[src/rtl/instruction_fetch.sv]
// rtl/instruction_fetch.sv - Y86-style variable-length instruction fetch stage
module instruction_fetch #(
    parameter int                ADDR_W      = 16,
    parameter int                CONST_BYTES = 8,
    parameter logic [ADDR_W-1:0] RESET_PC    = '0
) (
    input  logic                     clock,
    input  logic                     reset,
    output logic                     mem_rd_en,
    output logic [ADDR_W-1:0]        mem_addr,
    input  logic [7:0]               mem_rd_data,
    input  logic                     pc_load,
    input  logic [ADDR_W-1:0]        pc_load_value,
    output logic                     out_valid,
    input  logic                     out_ready,
    output logic [3:0]               icode,
    output logic [3:0]               ifun,
    output logic [3:0]               ra,
    output logic [3:0]               rb,
    output logic [8*CONST_BYTES-1:0] valc,
    output logic [ADDR_W-1:0]        valp,
    output logic                     halted,
    output logic                     instr_error
);

    localparam int VALC_W = 8 * CONST_BYTES;
    localparam int K_W    = $clog2(CONST_BYTES + 3);

    typedef enum logic [2:0] {
        S_FETCH0,
        S_DEC0,
        S_BYTES,
        S_OUT,
        S_HALT,
        S_ERR
    } state_t;

    state_t              r_state;
    state_t              w_next;
    logic [ADDR_W-1:0]   r_pc;
    logic [3:0]          r_icode;
    logic [3:0]          r_ifun;
    logic [3:0]          r_ra;
    logic [3:0]          r_rb;
    logic [VALC_W-1:0]   r_valc;
    logic [ADDR_W-1:0]   r_valp;
    logic [K_W-1:0]      r_len;
    logic [K_W-1:0]      r_k;
    logic                r_has_reg;

    logic [K_W-1:0]      w_dec_len;
    logic                w_dec_reg;
    logic                w_dec_bad;
    logic [K_W-1:0]      w_cidx;
    logic                w_rd_en;
    logic [ADDR_W-1:0]   w_addr;

    // Length and regid presence of the instruction whose first byte is on mem_rd_data
    always_comb begin
        w_dec_len = K_W'(1);
        w_dec_reg = 1'b0;
        w_dec_bad = 1'b0;
        case (mem_rd_data[7:4])
            4'h0, 4'h1, 4'h9: w_dec_len = K_W'(1);
            4'h2, 4'h6, 4'hA, 4'hB: begin
                w_dec_len = K_W'(2);
                w_dec_reg = 1'b1;
            end
            4'h7, 4'h8: w_dec_len = K_W'(1 + CONST_BYTES);
            4'h3, 4'h4, 4'h5: begin
                w_dec_len = K_W'(2 + CONST_BYTES);
                w_dec_reg = 1'b1;
            end
            default: w_dec_bad = 1'b1;
        endcase
    end

    // Byte position inside valC for the byte currently arriving in BYTES
    assign w_cidx = r_k - K_W'(r_has_reg) - K_W'(1);

    // Next state and memory request; a redirect overrides every state
    always_comb begin
        w_next  = r_state;
        w_rd_en = 1'b0;
        w_addr  = r_pc;
        case (r_state)
            S_FETCH0: begin
                w_rd_en = 1'b1;
                w_addr  = r_pc;
                w_next  = S_DEC0;
            end
            S_DEC0: begin
                if (w_dec_bad) begin
                    w_next = S_ERR;
                end else if (w_dec_len == K_W'(1)) begin
                    w_next = S_OUT;
                end else begin
                    w_rd_en = 1'b1;
                    w_addr  = r_pc + ADDR_W'(1);
                    w_next  = S_BYTES;
                end
            end
            S_BYTES: begin
                if (r_k == r_len - K_W'(1)) begin
                    w_next = S_OUT;
                end else begin
                    w_rd_en = 1'b1;
                    w_addr  = r_pc + ADDR_W'(r_k) + ADDR_W'(1);
                end
            end
            S_OUT: begin
                if (out_ready) begin
                    w_next = (r_icode == 4'h0) ? S_HALT : S_FETCH0;
                end
            end
            S_HALT:  w_next = S_HALT;
            S_ERR:   w_next = S_ERR;
            default: w_next = S_FETCH0;
        endcase
        if (pc_load) begin
            w_next = S_FETCH0;
        end
    end

    // State register
    always_ff @(posedge clock or negedge reset) begin
        if (!reset) begin
            r_state <= S_FETCH0;
        end else begin
            r_state <= w_next;
        end
    end

    // PC, byte counter and instruction field capture
    always_ff @(posedge clock or negedge reset) begin
        if (!reset) begin
            r_pc      <= RESET_PC;
            r_icode   <= 4'h0;
            r_ifun    <= 4'h0;
            r_ra      <= 4'hF;
            r_rb      <= 4'hF;
            r_valc    <= '0;
            r_valp    <= '0;
            r_len     <= '0;
            r_k       <= '0;
            r_has_reg <= 1'b0;
        end else if (pc_load) begin
            r_pc <= pc_load_value;
        end else begin
            case (r_state)
                S_DEC0: begin
                    r_icode   <= mem_rd_data[7:4];
                    r_ifun    <= mem_rd_data[3:0];
                    r_ra      <= 4'hF;
                    r_rb      <= 4'hF;
                    r_valc    <= '0;
                    r_len     <= w_dec_len;
                    r_has_reg <= w_dec_reg;
                    r_k       <= K_W'(1);
                    r_valp    <= r_pc + ADDR_W'(w_dec_len);
                end
                S_BYTES: begin
                    if (r_has_reg && r_k == K_W'(1)) begin
                        r_ra <= mem_rd_data[7:4];
                        r_rb <= mem_rd_data[3:0];
                    end else begin
                        r_valc[8*w_cidx +: 8] <= mem_rd_data;
                    end
                    r_k <= r_k + K_W'(1);
                end
                S_OUT: begin
                    if (out_ready) begin
                        r_pc <= r_valp;
                    end
                end
                default: ;
            endcase
        end
    end

    // Memory port is forced quiet while reset is asserted
    assign mem_rd_en   = w_rd_en & reset;
    assign mem_addr    = reset ? w_addr : '0;
    assign out_valid   = (r_state == S_OUT);
    assign halted      = (r_state == S_HALT);
    assign instr_error = (r_state == S_ERR);
    assign icode       = r_icode;
    assign ifun        = r_ifun;
    assign ra          = r_ra;
    assign rb          = r_rb;
    assign valc        = r_valc;
    assign valp        = r_valp;

endmodule

[config.mk]
export PLATFORM = sky130hd
export DESIGN_NAME = instruction_fetch
export DESIGN_NICKNAME = d
export VERILOG_FILES = /design/src/rtl/instruction_fetch.sv
export SDC_FILE = /design/constraint.sdc
export NUM_CORES = 1
export LEC_CHECK = 0
export ABC_AREA = 1
export CORE_ASPECT_RATIO = 0.75
export CORE_MARGIN = 5
export CORE_UTILIZATION = 53
export CTS_CLUSTER_DIAMETER = 60
export DETAILED_ROUTE_END_ITERATION = 10
export HOLD_SLACK_MARGIN = 0.12
export PLACE_DENSITY = 0.9
export REMOVE_ABC_BUFFERS = 1
export SLEW_MARGIN = 20
export SYNTH_ARGS = -nofsm -noshare
export SYNTH_HDL_FRONTEND = slang
export SYNTH_SLANG_ARGS = --single-unit
export TNS_END_PERCENT = 1
[constraint.sdc]
create_clock -name clock -period 3.2 [get_ports clock]
set_input_delay 0.8 -clock clock [delete_from_list [all_inputs] [get_ports clock]]
set_output_delay 0.8 -clock clock [all_outputs]
set_load 0.005 [all_outputs]
Word-level counts from Yosys, hierarchy flattened
Index checks and enable logic that the tools add are counted.
- bits in registers: 124
- input bits: 28
- output and inout port bits: 116
- logic and storage cells: 94
- add/subtract/negate cells: 9
- equal/unequal tests: 23
- shift operators: 2
- multiplexer cells: 29
- bitwise gates (word level): 2
- reduce and logical (&&, ||, !) cells: 18
- operator list (operator ; count):
    64-bit one-hot mux with 2 select lines ; 1
    16-bit two-way mux ; 7
    64-bit bitwise mux ; 1
    64-bit two-way mux ; 1
    8-bit by 34-bit variable shift with 64-bit output, first input constant ; 1
    8-bit by 34-bit variable part select with 64-bit output ; 1
    7-bit negator with 34-bit output ; 1
    16-bit by 1-bit adder with 16-bit output, second input constant ; 2
    16-bit by 4-bit adder with 16-bit output ; 2
    16-bit one-hot mux with 2 select lines ; 1
    4-bit one-hot mux with 2 select lines ; 3
    3-bit one-hot mux with 6 select lines ; 1
    4-bit by 3-bit equality test with 1-bit output, second input constant ; 4
    4-bit equality test, second input constant ; 4
    3-bit two-way mux ; 5
    4-bit by 1-bit equality test with 1-bit output, second input constant ; 3
    4-bit one-hot mux with 3 select lines ; 1
    12-bit OR reduction ; 1
    4-bit by 2-bit equality test with 1-bit output, second input constant ; 2
    4-bit zero test ; 2
    4-bit two-way mux ; 2
    2-bit AND reduction ; 4
    4-bit by 1-bit subtractor with 4-bit output, second input constant ; 2
    7-bit OR reduction ; 1
    20 further kinds ; 30

Depth between registers and ports, before layout
- depth after elaboration: 8
- depth in mapped cells: 17
- depth with buffers taken out: 17

Worst setup path after synthesis
OpenSTA, ideal clock, no wires.
- kind: input to output
- start point: in mem_rd_data[6]
- end point: out mem_addr[2]
- data arrival time: 1809 ps
- data required time: 2400 ps
- path slack: 591 ps
- stages on the path: 9
- buffers on the path: 1
- cells stage by stage: inv_2 -> nor2_1 -> a21oi_4 -> nand2_4 -> buf_2 -> nand4_1 -> nand2_1 -> inv_1 -> a21oi_1
- word-level cells in the longest chain between the ends: 8
- elaborated cells between the ends (all ways): 22
- classes of those cells: eq/ne: 12; mux: 5; reduce/logical: 5
- RTL lines (element ; line ; source):
    from (decl) ; 11 ; input logic [7:0] mem_rd_data,
    4-bit by 2-bit equality test with 1-bit output, or another cell as far along ; 63 ; case (mem_rd_data[7:4])
    4-bit OR reduction, or another cell as far along ; - ;
    4-bit one-hot mux with 3 select lines ; 63 ;
    4-bit by 1-bit equality test with 1-bit output ; 95 ; end else if (w_dec_len == K_W'(1)) begin
    16-bit two-way mux ; 95 ;
    16-bit two-way mux (*) ; 93 ; if (w_dec_bad) begin
    16-bit one-hot mux with 2 select lines (*) ; 86 ; case (r_state)
    16-bit two-way mux (*) ; 183 ; assign mem_addr = reset ? w_addr : '0;
    to (decl) ; 10 ; output logic [ADDR_W-1:0] mem_addr,
Mark *: on every way between the ends. The rest lies on a longest branch, timed or not.

Worst setup path after layout
- start point: reg r_len[0]
- end point: out mem_addr[2]
- word-level cells in the longest chain between the ends: 5
- RTL lines (element ; line ; source):
    from (decl) ; 47 ; logic [K_W-1:0] r_len;
    from (signal assigned) ; 157 ; r_len <= w_dec_len;
    4-bit by 1-bit subtractor with 4-bit output ; 104 ; if (r_k == r_len - K_W'(1)) begin
    4-bit equality test ; 104 ;
    16-bit two-way mux ; 104 ;
    16-bit one-hot mux with 2 select lines ; 86 ;
    16-bit two-way mux ; 183 ;
Every way passes these cells.

==> impl_results.md <==
- Outcome: finished with violations
- Violated checks: negative setup slack
- Register area: 0.00309 mm2
- WS Path Type: flip-flop to output port
- Drt first pass iters: 6
- Reg2Reg Depth: 12
- Hold Buf Count CTS: 0
- Most frequent cell after synthesis: nand2_1
- Htree depth: 4
- Fin cells: 1480
- Crit path from: r_len[0]$_DFFE_PN0P_
- Hold Crit Class: input pin to asynchronous set/reset pin
- Register area share after synthesis: 40.7%
- Routed WL per cell: 18.2 um
- Antenna violations before repair: 1
- Main synth FF type: dfrtp_1
- Layout area overhead: 37.7%
- Starting density of the core: 54.6%
- Unique cell type count in the Yosys netlist: 38
- Post-synth EDFFs: 0
- I/O Pins: 144
- Via density: 5.71
- Drt drc: 0
- Die ar.: 0.0168 mm2
- Clk sink count: 123
- Final nets: 1335
- Vias in the first global route: 7885
- CTS tree: done
- Slew HR: 33.5%
- Placement Setup Slack: -0.573 ns
- Reg2reg setup slack: 0.18 ns
- Worst path arrival time: 2.44 ns
- Reg2Reg Launch Point: r_k[0]$_DFFE_PN0P_
- Cell row count: 37
- Critical Path Sink Type: output port
- Worst Path Required: 2.40 ns
- Largest register FFs: 64
- I/O Buffers: 143
- Setup TNS: -0.0981 ns
- First-pass GRT wire length: 42500 um
- Drt total wl: 27000 um
- RSZ-0062 raised after global routing: yes
- Final Hold Fails: 0
- Post-layout min period: 3.24 ns
- Mapped Cells: 1082
- Cells after DPL: 1427
- PD cells: 857 mW/mm2
- Maximum VDD drop: 493 uV
- Post-synthesis instance area: 0.00759 mm2
- Worst Setup Start Kind: flip-flop
- Num CTS Buffers: 17
- DPL Wire Length: 19400 um
- Final slew viol count: 0
- Multi-input combinational cell area: 0.00405 mm2
- Ys async rst share: 100%
- Max FO, Critical Path: 6
- Setup Skew: 0.0104 ns
- Fin crit share: 101%
- Yosys warns: 0
- Setup violations, final: 4
- First DRT Iteration DRCs: 1126
- Layout cells sized above 1: 18.5%
- Die height: 114 um
- Via count: 8445
- #FFs+latches synth: 123
- Synth area leader: dfrtp_1
- Avg Cell Area, Syn: 7.01 um2
- Worst-path clk slew: 0.06 ns
- Total Routing Usage GR: 31.9%
- Top area cells in the synthesized netlist: dfrtp_1, nand2_1, nand3_1
- Synth cell count leaders: nand2_1, nand3_1, dfrtp_1
- Clk Latency, worst-skew pair: 0.42 ns
- Final ANT Viol Nets: 0
- Leak Pwr: 0.00526 uW
- Largest net degree at the start of global routing: 79
- Setup WS post-layout: -0.0387 ns
- Worst slew pin tran: 0.997 ns
- Die extent in x: 148 um
- Total power: 8950 uW
- Maximum clock rate: 309 MHz
- Clock Root Buffer: clkbuf_16
- Congestion Overflow GR: 0
- MaxCap Viol Count: 0
- Routability Congestion: 1.06
- Layout fillers: 1008
- Top-area cell type share of the netlist area: 37.9%
- Core area: 0.0139 mm2
- Clock tree buffer depth: 2
## where the power goes
group | switching, uW | internal [uW] | total, uW
sequential | 286 | 1870 | 2160
combinational | 2990 | 1870 | 4860
clock | 818 | 1120 | 1940
## through the flow
stage | utilization [%] | hold WS [ns] | instance area (um2)
floorplan | - | 0.465 | 7410
global placement | 68.8 | 0.455 | 9560
detailed placement | 68.8 | 0.458 | 9560
CTS | 74.3 | 0.281 | 10300
global route | 75.2 | 0.294 | 10400
finish | 75.2 | 0.287 | 10400
## path summary, 6_finish.rpt
check,end
setup / recovery,mem_addr[2]
hold / removal,valp[10]$_DFFE_PN0P_
setup reg to reg,valc[15]$_DFFE_PN0P_
hold reg to reg,valc[44]$_DFFE_PN0P_
max in group asynchronous,r_pc[1]$_DFFE_PN0P_
min in group clock,valc[44]$_DFFE_PN0P_
## layout make-up
type	instances	share of cell area [%]
Tap cell	175	2.10
Multi-Input combinational cell	808	38.8
Clock buffer	18	4.20
Inverter	116	4.31
Timing Repair Buffer	225	19.6
Antenna cell	1	0.0240
Clock inverter	14	1.40
Sequential cell	123	29.6
## metal layers
layer | wire, um | track usage (%) | up-vias | part of all wire, %
met3 | 3020 | 8.26 | 69 | 11
met1 | 11700 | 47.0 | 3975 | 43
met4 | 686 | 8.43 | 0 | 2.5
li1 | - | - | 3899 | -
met2 | 11600 | 46.9 | 502 | 43
met5 | 0 | 0 | - | 0
## cell usage in the layout (no fill, tap or decap), types with 5 or more instances in the layout
master | netlist | layout
clkbuf_16 | 0 | 17
ha_1 | 14 | 10
nand3_2 | 1 | 9
inv_1 | 104 | 98
o21ai_1 | 3 | 5
dfrtp_1 | 115 | 112
dfstp_2 | 8 | 8
nor2_1 | 63 | 60
nand2_1 | 403 | 398
clkbuf_2 | 1 | 8
nor3_1 | 8 | 8
xor2_1 | 10 | 10
nand3_1 | 126 | 117
nand2_2 | 9 | 11
clkdlybuf4s50_1 | 0 | 121
a21oi_1 | 23 | 19
nand2_4 | 3 | 6
a31oi_1 | 9 | 9
o21ai_0 | 47 | 44
inv_2 | 12 | 14
inv_6 | 0 | 7
o21ai_2 | 7 | 8
nand4_1 | 19 | 19
buf_4 | 2 | 75
buf_2 | 12 | 7
o211ai_1 | 15 | 15
nor2_2 | 25 | 28
## critical path, stage by stage, from the launching register on
cell	delay [ns]
dfrtp_1	0.39
inv_2	0.09
ha_4	0.20
nand2_1	0.06
o21ai_1	0.07
nor3_2	0.25
nand2_4	0.16
nand2_4	0.13
buf_4	0.13
nand2_1	0.04
nand2_1	0.07
nand2_1	0.08
a21oi_2	0.13
clkdlybuf4s15_2	0.21
## logic make-up (layout without fill, tap and decap cells)
| kind of cell | count (synthesis) | in the layout | synth area share (%) |
|---|---|---|---|
| xor gates and xnor gates | 12 | 12 | 1.39 |
| AOI/OAI and AO/OA | 110 | 110 | 8.54 |
| other | 0 | 1 | 0 |
| and+or+nand+nor | 670 | 670 | 38.5 |
| DFF | 123 | 123 | 40.7 |
| buffers and inverters | 151 | 373 | 8.08 |
| adders and majority gates | 16 | 16 | 2.84 |
## timing repair
item	CTS	global route
gates cloned	1	0
setup endpoints to repair	17	17
buffers inserted	11	8
pin swaps	18	19
gates resized for setup	71	46
Power figures use the tool's default switching activity.
